===== src/rtl/comp_mult_pkg.sv =====
// Shared constants for the comp_mult memory arbitration slice.
package comp_mult_pkg;

    // Arbitration mode selectors for the FIXED_PRIO parameter
    localparam int unsigned ARB_RR    = 0;
    localparam int unsigned ARB_FIXED = 1;

    // Requester tags carried alongside a memory command
    typedef enum logic {
        REQ_OP  = 1'b0,   // operand fetch
        REQ_RES = 1'b1    // result writeback
    } req_tag_e;

endpackage


===== src/rtl/comp_mult_rr_arb2.sv =====
// Two-way arbiter: combinational grant pick plus a last-grant pointer flop.
module comp_mult_rr_arb2
    import comp_mult_pkg::*;
#(
    parameter int unsigned FIXED_PRIO = ARB_RR
) (
    input  logic       clk,
    input  logic       rst_n,
    input  logic       sw_rst,
    input  logic [1:0] req,
    output logic [1:0] gnt
);

    req_tag_e last_gnt;

    // Grant pick: lone requester wins; on contention fixed priority or the one not served last
    always_comb begin
        gnt = '0;
        if (rst_n && !sw_rst) begin
            case (req)
                2'b01:   gnt = 2'b01;
                2'b10:   gnt = 2'b10;
                2'b11: begin
                    if (FIXED_PRIO == ARB_FIXED || last_gnt == REQ_RES) begin
                        gnt = 2'b01;
                    end else begin
                        gnt = 2'b10;
                    end
                end
                default: gnt = '0;
            endcase
        end
    end

    // Pointer follows accepted commands only; resets so requester 0 wins the first tie
    always_ff @(posedge clk or negedge rst_n) begin
        if (!rst_n) begin
            last_gnt <= REQ_RES;
        end else if (sw_rst) begin
            last_gnt <= REQ_RES;
        end else if (gnt[0]) begin
            last_gnt <= REQ_OP;
        end else if (gnt[1]) begin
            last_gnt <= REQ_RES;
        end
    end

endmodule


===== src/rtl/comp_mult_mem_arb.sv =====
// Two-requester arbiter in front of the single-port mem_1rw: registered command
// stage, tagged read-return pipeline and per-requester rvalid decode.
module comp_mult_mem_arb
    import comp_mult_pkg::*;
#(
    parameter int unsigned SYS_AW     = 16,
    parameter int unsigned MEM_DW     = 8,
    parameter int unsigned FIXED_PRIO = ARB_RR
) (
    input  logic              clk,
    input  logic              rst_n,
    input  logic              sw_rst,
    input  logic              rq0_val,
    output logic              rq0_rdy,
    input  logic              rq0_we,
    input  logic [SYS_AW-1:0] rq0_addr,
    input  logic [MEM_DW-1:0] rq0_wdata,
    output logic              rq0_rvalid,
    input  logic              rq1_val,
    output logic              rq1_rdy,
    input  logic              rq1_we,
    input  logic [SYS_AW-1:0] rq1_addr,
    input  logic [MEM_DW-1:0] rq1_wdata,
    output logic              rq1_rvalid,
    output logic [MEM_DW-1:0] rd_data,
    output logic              mem_ce,
    output logic              mem_we,
    output logic [SYS_AW-1:0] mem_addr,
    output logic [MEM_DW-1:0] mem_wr_data,
    input  logic [MEM_DW-1:0] mem_rd_data
);

    logic [1:0]        gnt;
    logic              acc;
    logic              sel_we;
    logic [SYS_AW-1:0] sel_addr;
    logic [MEM_DW-1:0] sel_wdata;
    req_tag_e          cmd_tag;
    req_tag_e          rd_tag;
    logic              rd_pend;

    comp_mult_rr_arb2 #(
        .FIXED_PRIO(FIXED_PRIO)
    ) u_arb (
        .clk   (clk),
        .rst_n (rst_n),
        .sw_rst(sw_rst),
        .req   ({rq1_val, rq0_val}),
        .gnt   (gnt)
    );

    assign rq0_rdy = gnt[0];
    assign rq1_rdy = gnt[1];
    assign acc     = |gnt;

    // Command mux: route the granted requester's fields to the command register
    always_comb begin
        sel_we    = rq0_we;
        sel_addr  = rq0_addr;
        sel_wdata = rq0_wdata;
        if (gnt[1]) begin
            sel_we    = rq1_we;
            sel_addr  = rq1_addr;
            sel_wdata = rq1_wdata;
        end
    end

    // Command register: one-cycle strobe per accept; address/data hold otherwise
    always_ff @(posedge clk or negedge rst_n) begin
        if (!rst_n) begin
            mem_ce      <= 1'b0;
            mem_we      <= 1'b0;
            mem_addr    <= '0;
            mem_wr_data <= '0;
            cmd_tag     <= REQ_OP;
        end else if (sw_rst) begin
            mem_ce      <= 1'b0;
            mem_we      <= 1'b0;
            mem_addr    <= '0;
            mem_wr_data <= '0;
            cmd_tag     <= REQ_OP;
        end else begin
            mem_ce <= acc;
            mem_we <= acc && sel_we;
            if (acc) begin
                mem_addr    <= sel_addr;
                mem_wr_data <= sel_wdata;
                cmd_tag     <= gnt[1] ? REQ_RES : REQ_OP;
            end
        end
    end

    // Read return: tag follows the access into the data cycle, then decodes to rvalid
    always_ff @(posedge clk or negedge rst_n) begin
        if (!rst_n) begin
            rd_pend    <= 1'b0;
            rd_tag     <= REQ_OP;
            rq0_rvalid <= 1'b0;
            rq1_rvalid <= 1'b0;
            rd_data    <= '0;
        end else if (sw_rst) begin
            rd_pend    <= 1'b0;
            rd_tag     <= REQ_OP;
            rq0_rvalid <= 1'b0;
            rq1_rvalid <= 1'b0;
            rd_data    <= '0;
        end else begin
            rd_pend    <= mem_ce && !mem_we;
            rd_tag     <= cmd_tag;
            rq0_rvalid <= rd_pend && (rd_tag == REQ_OP);
            rq1_rvalid <= rd_pend && (rd_tag == REQ_RES);
            if (rd_pend) begin
                rd_data <= mem_rd_data;
            end
        end
    end

endmodule


===== config.mk =====
export PLATFORM = sky130hd
export DESIGN_NAME = comp_mult_mem_arb
export DESIGN_NICKNAME = d
export VERILOG_FILES = /design/src/rtl/comp_mult_pkg.sv /design/src/rtl/comp_mult_rr_arb2.sv /design/src/rtl/comp_mult_mem_arb.sv
export SDC_FILE = /design/constraint.sdc
export NUM_CORES = 1
export LEC_CHECK = 0
export ABC_AREA = 1
export CORE_ASPECT_RATIO = 1.1
export CORE_UTILIZATION = 44
export DETAILED_ROUTE_END_ITERATION = 6
export MAX_ROUTING_LAYER = met4
export PLACE_DENSITY = 0.95
export SLEW_MARGIN = 20
export SYNTH_ARGS = -nofsm -noshare
export SYNTH_HDL_FRONTEND = slang
export SYNTH_SLANG_ARGS = --single-unit

===== constraint.sdc =====
create_clock -name clk -period 3.7 [get_ports clk]
set_input_delay 0.37 -clock clk [delete_from_list [all_inputs] [get_ports clk]]
set_output_delay 0.37 -clock clk [all_outputs]
set_load 0.05 [all_outputs]

### Word-level counts from Yosys, hierarchy flattened

Index checks and enable logic that the tools add are counted.

* equality and inequality tests: 3
* multiplexer cells: 24
* bitwise gates (word level): 1
* reductions and logical operators: 11

Operator list (number)
* $mux W16: 3
* $mux W8: 5
* $mux W1: 13
* $pmux W2 S3: 1
* $logic_and A1 B1 Y1: 5
* $eq A2 B2 Y1 const B: 2
* $mux W2: 2
* $reduce_bool A2 Y1: 2
* $reduce_bool A3 Y1: 1
* $eq A2 B1 Y1 const B: 1
* $logic_not A1 Y1: 2
* $reduce_or A2 Y1: 1
* $not A1 Y1: 1

* register bits: 40
* output and inout bits: 38
* word-level logic and storage cells: 50

### Longest topological paths before layout

Gate-level depths: netlist of the first run.

* depth after elaboration: 6
* depth in mapped cells: 7

### By module

Synthesis of the first run repeated with hierarchy kept, for this count alone.

* cell total of the unflattened synthesis: 254
* area, all modules: 1946.9 um2

Modules (own cells, without submodules)
* comp_mult_mem_arb: times used 1, cells an instance 240, area each 1868.0 um2, sequential area each 975.9 um2
* comp_mult_rr_arb2: times used 1, cells an instance 14, area each 78.8 um2, sequential area each 26.3 um2

### Worst setup path after synthesis of the first run

OpenSTA, ideal clock, no wires.

* path type: input -> output
* start: input port sw_rst
* end: output port rq1_rdy
* arrival: 1.271 ns
* path slack: 2.059 ns
* stages on the path: 5
* cells stage by stage: buf_6 -> nor2_8 -> nand3_4 -> buf_2 -> inv_1

* longest elaborated chain between the ends: 3

RTL lines
* start, declared: line comp_mult_mem_arb.sv:12 `input logic sw_rst,`
* $logic_not A1 Y1: line comp_mult_rr_arb2.sv:19 `if (rst_n && !sw_rst) begin`
* $logic_and A1 B1 Y1: line comp_mult_rr_arb2.sv:19
* $mux W2: line comp_mult_rr_arb2.sv:19
* end, declared: line comp_mult_mem_arb.sv:20 `output logic rq1_rdy,`

No other way between the ends.

### Final worst setup path of the first run

* start: input port sw_rst
* end: output port rq0_rdy

* longest elaborated chain between the ends: 3

RTL lines
* $logic_not A1 Y1: line comp_mult_rr_arb2.sv:19
* $logic_and A1 B1 Y1: line comp_mult_rr_arb2.sv:19
* $mux W2: line comp_mult_rr_arb2.sv:19
* end, declared: line comp_mult_mem_arb.sv:14 `output logic rq0_rdy,`

No other way between the ends.

==> metrics.md, run 1 <==
| Metric | Value |
|---|---|
| Final Instance Area | 3240 um2 |
| Yosys warnings | 0 |
| Outcome | finished clean |
| FMAX | 341 MHz |
| Area delta synth->final | 51.9% |
| Post-DP HPWL | 4150 um |
| Worst-Skew Late Latency | 0.29 ns |
| Fillers | 349 |
| Ant. Diodes | 0 |
| CP max stage delay | 0.81 ns |
| Gr usage total | 0.244 |
| Vias in the first global route | 2069 |
| Critical Path AT | 2.56 ns |
| Drt pass-1 iters | 5 |
| Relative slew slack | 0.546 |
| Sequential element share of the synthesized area | 0.470 |
| Multi-input logic area | 801 um2 |
| Max-Cap Viols | 0 |
| Vias per cell | 5.12 |
| Netlist cell types | 22 |
| Syn_nets | 345 |
| Hold Fails Final Rpt | 0 |
| Type of the most critical hold path | in2async |
| Post-layout net count | 437 |
| Area of the core | 4650 um2 |
| Pins Over Slew Limit | 0 |
| Wirelength per Cell | 13.5 um |
| Antenna Violating Nets Remaining | 0 |
| Cell area after synthesis | 2130 um2 |
| Leak pwr | 0.00167 uW |
| RD Place Congestion | 0.810 |
| Total gr overflow | 0 |
| First-pass GRT wire length | 8960 um |
| Setup TNS | 0 ns |
| Routed WL | 5820 um |
| Worst-path clk slew | 0.08 ns |
| IO Pins | 101 |
| H-tree Lvls | 2 |
| Die X | 68.4 um |
| RSZ-0062 raised after global routing | false |
| CP most frequent cell | clkdlybuf4s50_1 |
| Overall power | 1160 uW |
| Setup Fix Bufs, Post-CTS | 0 |
| CTS resizes | 0 |
| Origin of the critical flop-to-flop path | u_arb.last_gnt$_DFFE_PN1P_ |
| Period minus WS final | 2.93 ns |
| Clock sinks | 40 |
| WS Path Type | in2out |
| Worst reg2reg endpoint | mem_addr[11]$_DFFE_PN0P_ |
| Post-Place Cell Area | 3120 um2 |
| CTS max path bufs | 2 |
| Row count | 26 |
| Starting Density | 0.458 |
| Skew final | 0.00788 ns |
| Flop2flop setup slack | 2.40 ns |
| Worst-margin pin slew | 0.680 ns |
| CP required | 3.33 ns |
| Final worst path period share | 0.793 |
| Slowest stage cell, crit path | clkdlybuf4s50_1 |
| Post-Syn Instances | 282 |
| Number of hold buffers added after CTS | 0 |
| Largest net degree at the start of global routing | 42 |
| CP Capture Type | output port |
| Initial antenna violation count | 0 |
| Port bufs | 100 |
| R2R depth | 5 |
| Share of cells above drive strength 1 | 0.0533 |
| Critical path startpoint category | primary input |
| TritonCTS buffer count | 5 |
| CP max FO | 28 |
| Syn avg cell area | 7.56 um2 |
| Most common cell after layout, fill and taps aside | clkdlybuf4s50_1 |
| CP Cell Sequence | clkdlybuf4s50_1 -> nor2_8 -> nand3_1 -> inv_1 -> clkdlybuf4s50_1 |
| Initial DRC Count | 160 |
| P per Cell Area | 357 nW/um2 |
| DRC viols | 0 |
| Synthesis-stage register bit count | 40 |
| Commonest non-fill, non-tap cells in the layout | 98 x clkdlybuf4s50_1, 62 x inv_1, 59 x nand2_1, 57 x nand3_1, 39 x dfrtp_1 |
| Root Driver | clkbuf_8 |
| Die area | 5130 um2 |
| Sequential cell area | 1000 um2 |
| Final setup viols | 0 |
| CTS tree | yes |
| Chip height | 75.0 um |
| Peak VDD IR | 0.000214 V |
| DR vias | 2208 |
through the flow:
| step | setup WS, ns | hold slack, ns | cells | util |
|---|---|---|---|---|
| 2_1_floorplan | 2.06 | 0.0744 | 282 | - |
| 3_3_place_gp | 0.889 | 0.411 | 423 | 0.671 |
| 3_5_place_dp | 0.803 | 0.419 | 423 | 0.671 |
| 4_1_cts | 0.794 | 0.190 | 431 | 0.694 |
| 5_1_grt | 0.643 | 0.215 | 431 | 0.696 |
| 6_report | 0.768 | 0.185 | 431 | 0.696 |
Yosys cell counts:
library cell | n | area share
inv_1 | 62 | 0.11
nand2_1 | 59 | 0.10
nand3_1 | 57 | 0.13
dfrtp_1 | 39 | 0.46
nand4_1 | 24 | 0.070
o21ai_0 | 8 | 0.019
buf_2 | 7 | 0.016
clkbuf_1 | 7 | 0.012
nor2_1 | 5 | 0.0088
buf_6 | 2 | 0.011
a21oi_2 | 1 | 0.0041
buf_1 | 1 | 0.0018
buf_4 | 1 | 0.0035
clkinv_1 | 1 | 0.0018
dfstp_2 | 1 | 0.012
inv_2 | 1 | 0.0018
nand2_2 | 1 | 0.0029
nand2_4 | 1 | 0.0053
nand3_4 | 1 | 0.0082
nor2_8 | 1 | 0.0094
nor3b_1 | 1 | 0.0035
or2_2 | 1 | 0.0029
report_power, final:
| group | leakage [uW] | total (uW) | internal (uW) | switching, uW |
|---|---|---|---|---|
| sequential | 0.000534 | 485 | 466 | 18.8 |
| combinational | 0.00108 | 327 | 131 | 196 |
| clock | 0.0000552 | 343 | 200 | 143 |
how the worst max path moves through the flow:
stage,depth (start not counted),end,start,slack (ns)
2_1_floorplan,5,rq1_rdy,sw_rst,2.06
3_3_place_gp,5,rq0_rdy,sw_rst,0.89
3_5_place_dp,5,rq0_rdy,sw_rst,0.80
4_1_cts,5,rq0_rdy,sw_rst,0.79
5_1_grt,5,rq0_rdy,sw_rst,0.64
6_report,5,rq0_rdy,sw_rst,0.77
layer usage:
| layer | track usage | vias up | routed length [um] |
|---|---|---|---|
| met5 | - | - | 0 |
| met4 | 0.125 | 0 | 161 |
| met3 | 0.0394 | 19 | 398 |
| met2 | 0.418 | 115 | 3020 |
| met1 | 0.269 | 1003 | 2250 |
| li1 | - | 1071 | - |
cell families (layout without fill, tap and decap cells):
kind of cell,count (synthesis),after routing,share of synthesized area
DFF,40,40,0.470
and+or+nand+nor,151,151,0.349
buffers and inverters,82,175,0.157
AOI/OAI and AO/OA,9,9,0.0229
registers in the layout, summed over array words and instances, names as in the netlist:
register	flops
rd_tag	1
rd_data	8
mem_we	1
rq1_rvalid	1
mem_wr_data	8
mem_addr	16
rd_pend	1
rq0_rvalid	1
cmd_tag	1
mem_ce	1
u_arb.last_gnt	1
cell type report:
class,instances,area share
timing repair buffer,103,0.314
sequential,40,0.310
multi-input combinational,160,0.247
inverter,64,0.0742
clock buffer,6,0.0224
tap,56,0.0216
clock inverter,2,0.0108
critical path: cells and delay by family:
kind	cells	cell delay, ns
AND/OR/NAND/NOR	2	0.65
buffers and inverters	3	1.53
Note: power is estimated with default switching activity, not from simulation.
==> inputs of run 2 (changes only) <==
--- a/config.mk
+++ b/config.mk
@@ -7,10 +7,10 @@
 export LEC_CHECK = 0
 export ABC_AREA = 1
 export CORE_ASPECT_RATIO = 1.1
-export CORE_UTILIZATION = 44
+export CORE_UTILIZATION = 41
 export DETAILED_ROUTE_END_ITERATION = 6
 export MAX_ROUTING_LAYER = met4
-export PLACE_DENSITY = 0.95
+export PLACE_DENSITY = 0.92
 export SLEW_MARGIN = 20
 export SYNTH_ARGS = -nofsm -noshare
 export SYNTH_HDL_FRONTEND = slang
==> constraint.sdc (replaced) <==
create_clock -name clk -period 2.75 [get_ports clk]
set_input_delay 0.275 -clock clk [delete_from_list [all_inputs] [get_ports clk]]
set_output_delay 0.275 -clock clk [all_outputs]
set_load 0.05 [all_outputs]
==> run 2 against run 1 <==
- hold slack worse by 0.096 ns
- sequential cell count unchanged
- the flow now finishes with violations (design-rule violations)
- register-to-register slack worse by 1.0 ns
- non-clock buffer count up 4
- first-iteration DRC count up 53%
- worst setup slack worse by 0.12 ns
- largest cell class unchanged
- final area up 1.6%
- critical path type unchanged
- largest power group unchanged
- via count up 0.86%
==> metrics.md, run 2 (same netlist as run 1, synthesis figures left out) <==
| Metric | Value |
|---|---|
| Met3 WL | 439 um (+10%) |
| Wl on met1 | 2310 um (+2.9%) |
| Setup slack after layout | 0.652 ns (-0.116 ns) |
| P per Cell Area | 478 nW/um2 (+34%) |
| TritonCTS buffer count | 5 (unchanged) |
| Crit path from | sw_rst |
| Overall power | 1570 uW (+36%) |
| Peak VDD IR | 0.000246 V (+15%) |
| Total gr overflow | 0 (unchanged) |
| Fin cells | 437 (+1.4%) |
| Area of the core | 5000 um2 (+7.5%) |
| Row count | 27 (+3.8%) |
| Antenna Violating Nets Remaining | 0 (unchanged) |
| Flop2flop setup slack | 1.36 ns (-1.04 ns) |
| Sequential cell area | 1000 um2 (unchanged) |
| CTS max path bufs | 2 (unchanged) |
| Registers with the most flip-flops | mem_addr: 16 flops, mem_wr_data: 8 flops, rd_data: 8 flops |
| Max-Cap Viols | 0 (unchanged) |
| Period minus WS final | 2.10 ns |
| Drt pass-1 iters | 6 (+1) |
| Critical path capture point | rq0_rdy |
| Routed WL | 5920 um (+1.7%) |
| CTS tree | yes |
| Relative slew slack | 0.591 (+0.0451) |
| First-pass GRT wire length | 9600 um (+7.2%) |
| Starting Density | 0.426 (-0.0319) |
| Max reg flops | 16 (unchanged) |
| Hold slack | 0.0887 ns (-0.0965 ns) |
| CP required | 2.48 ns (-0.85 ns) |
| Failing checks | design-rule violations |
| Critical path startpoint category | primary input |
| Worst reg2reg endpoint | mem_addr[2]$_DFFE_PN0P_ |
| CP Cell Sequence | clkdlybuf4s50_1 -> nor2_8 -> nand3_1 -> inv_1 -> buf_12 |
| RSZ-0062 raised after global routing | false |
| Final worst path period share | 0.763 |
| Post-place setup slack | 0.529 ns (-0.274 ns) |
| Commonest non-fill, non-tap cells in the layout | 97 x clkdlybuf4s50_1, 62 x inv_1, 59 x nand2_1, 57 x nand3_1, 39 x dfrtp_1 |
| Post-layout net count | 441 (+0.92%) |
| Origin of the critical flop-to-flop path | u_arb.last_gnt$_DFFE_PN1P_ |
| Die area | 5490 um2 (+7.1%) |
| Hold Fails Final Rpt | 0 (unchanged) |
| Largest net degree at the start of global routing | 42 (unchanged) |
| Root Driver | clkbuf_8 |
| WS Path Type | in2out |
| H-tree Lvls | 2 (unchanged) |
| Initial DRC Count | 244 (+53%) |
| Skew final | 0.00689 ns (-0.000998 ns) |
| Outcome | finished, violations left |
| Die X | 70.7 um (+3.5%) |
| Multi-input logic area | 793 um2 (-0.94%) |
| Port bufs | 100 (unchanged) |
| Number of hold buffers added after CTS | 0 (unchanged) |
| Worst-Skew Late Latency | 0.28 ns (about the same) |
| Slowest stage cell, crit path | clkdlybuf4s50_1 |
| Area delta synth->final | 54.3% |
| RD Place Congestion | 0.756 (-6.8%) |
| Initial antenna violation count | 0 (unchanged) |
| Largest Register | mem_addr |
| IO Pins | 101 (unchanged) |
| DRC viols | 14 (+14) |
| Leak pwr | 0.00169 uW (+1.4%) |
| Pins Over Slew Limit | 0 (unchanged) |
| Top layer in use | met4 |
| Vias in the first global route | 2141 (+3.5%) |
| Most common cell after layout, fill and taps aside | clkdlybuf4s50_1 |
| Setup Fix Bufs, Post-CTS | 0 (unchanged) |
| FMAX | 477 MHz |
| Post-DP HPWL | 4360 um (+5.0%) |
| CTS resizes | 0 (unchanged) |
| Chip height | 77.6 um (+3.5%) |
| R2R depth | 6 (+1) |
| DR vias | 2227 (+0.86%) |
| CP Capture Type | output port |
| Setup TNS | 0 ns (unchanged) |
| Type of the most critical hold path | in2async |
| Clock sinks | 40 (unchanged) |
| Ant. Diodes | 0 (unchanged) |
| Critical Path AT | 1.82 ns (-0.74 ns) |
| Fillers | 434 (+24%) |
| Gr usage total | 0.229 (-0.0147) |
| Share of cells above drive strength 1 | 0.0686 (+0.0153) |
| Worst-path clk slew | 0.08 ns (about the same) |
| CP max stage delay | 0.61 ns (-0.20 ns) |
| Vias per cell | 5.10 (-0.52%) |
| Placed cells | 429 (+1.4%) |
| CP max FO | 28 (unchanged) |
| Worst-margin pin slew | 0.612 ns (-0.0680 ns) |
| Wirelength per Cell | 13.5 um (+0.27%) |
| DR WL met2 | 3120 um (+3.4%) |
| Final setup viols | 0 (unchanged) |
[run 2: changes by cell type in the layout (fill, tap and decap cells not counted), sizes merged]
cell	previous run	this run
buf	5	10
clkbuf	6	5
clkdlybuf4s50	98	97
clkinvlp	0	1
[run 2: metal layers]
layer  up-vias  global-route usage
li1       1082                   -
met1      1046               0.256
met2        95               0.406
met3         4              0.0610
met4         0              0.0560
met5         -                   -
[run 2: layout make-up]
cell class / count / area share
timing repair buffer: 107 / 0.325
clock buffer: 5 / 0.0209
tap: 58 / 0.0221
inverter: 64 / 0.0731
multi-input combinational: 160 / 0.241
sequential: 40 / 0.305
clock inverter: 3 / 0.0129
[run 2: power breakdown]
group / internal, uW / switching, uW
Combinational: 182 / 266
Clock: 268 / 203
Sequential: 627 / 25.3
[run 2: through the flow]
step	util	cell area, um2
4_1_cts	0.658	3290
6_report	0.658	3290
2_1_floorplan	-	2130
5_1_grt	0.658	3290
3_5_place_dp	0.635	3180
3_3_place_gp	0.635	3180
[run 2: worst min path at each step]
stage / startpoint / to / slack [ns] / depth (start not counted)
after floorplan: rst_n / cmd_tag$_DFFE_PN0P_ / -0.02 / 0
after global placement: rst_n / mem_addr[0]$_DFFE_PN0P_ / 0.41 / 2
after detailed placement: rst_n / mem_addr[0]$_DFFE_PN0P_ / 0.42 / 2
after CTS: rst_n / rd_data[4]$_DFFE_PN0P_ / 0.10 / 2
after global routing: rst_n / mem_wr_data[4]$_DFFE_PN0P_ / 0.12 / 2
final: rst_n / mem_wr_data[3]$_DFFE_PN0P_ / 0.09 / 2
[run 2: critical path, delay by kind of cell]
kind	cells	cell delay [ns]
buffers and inverters	3	0.89
AND/OR/NAND/NOR	2	0.64
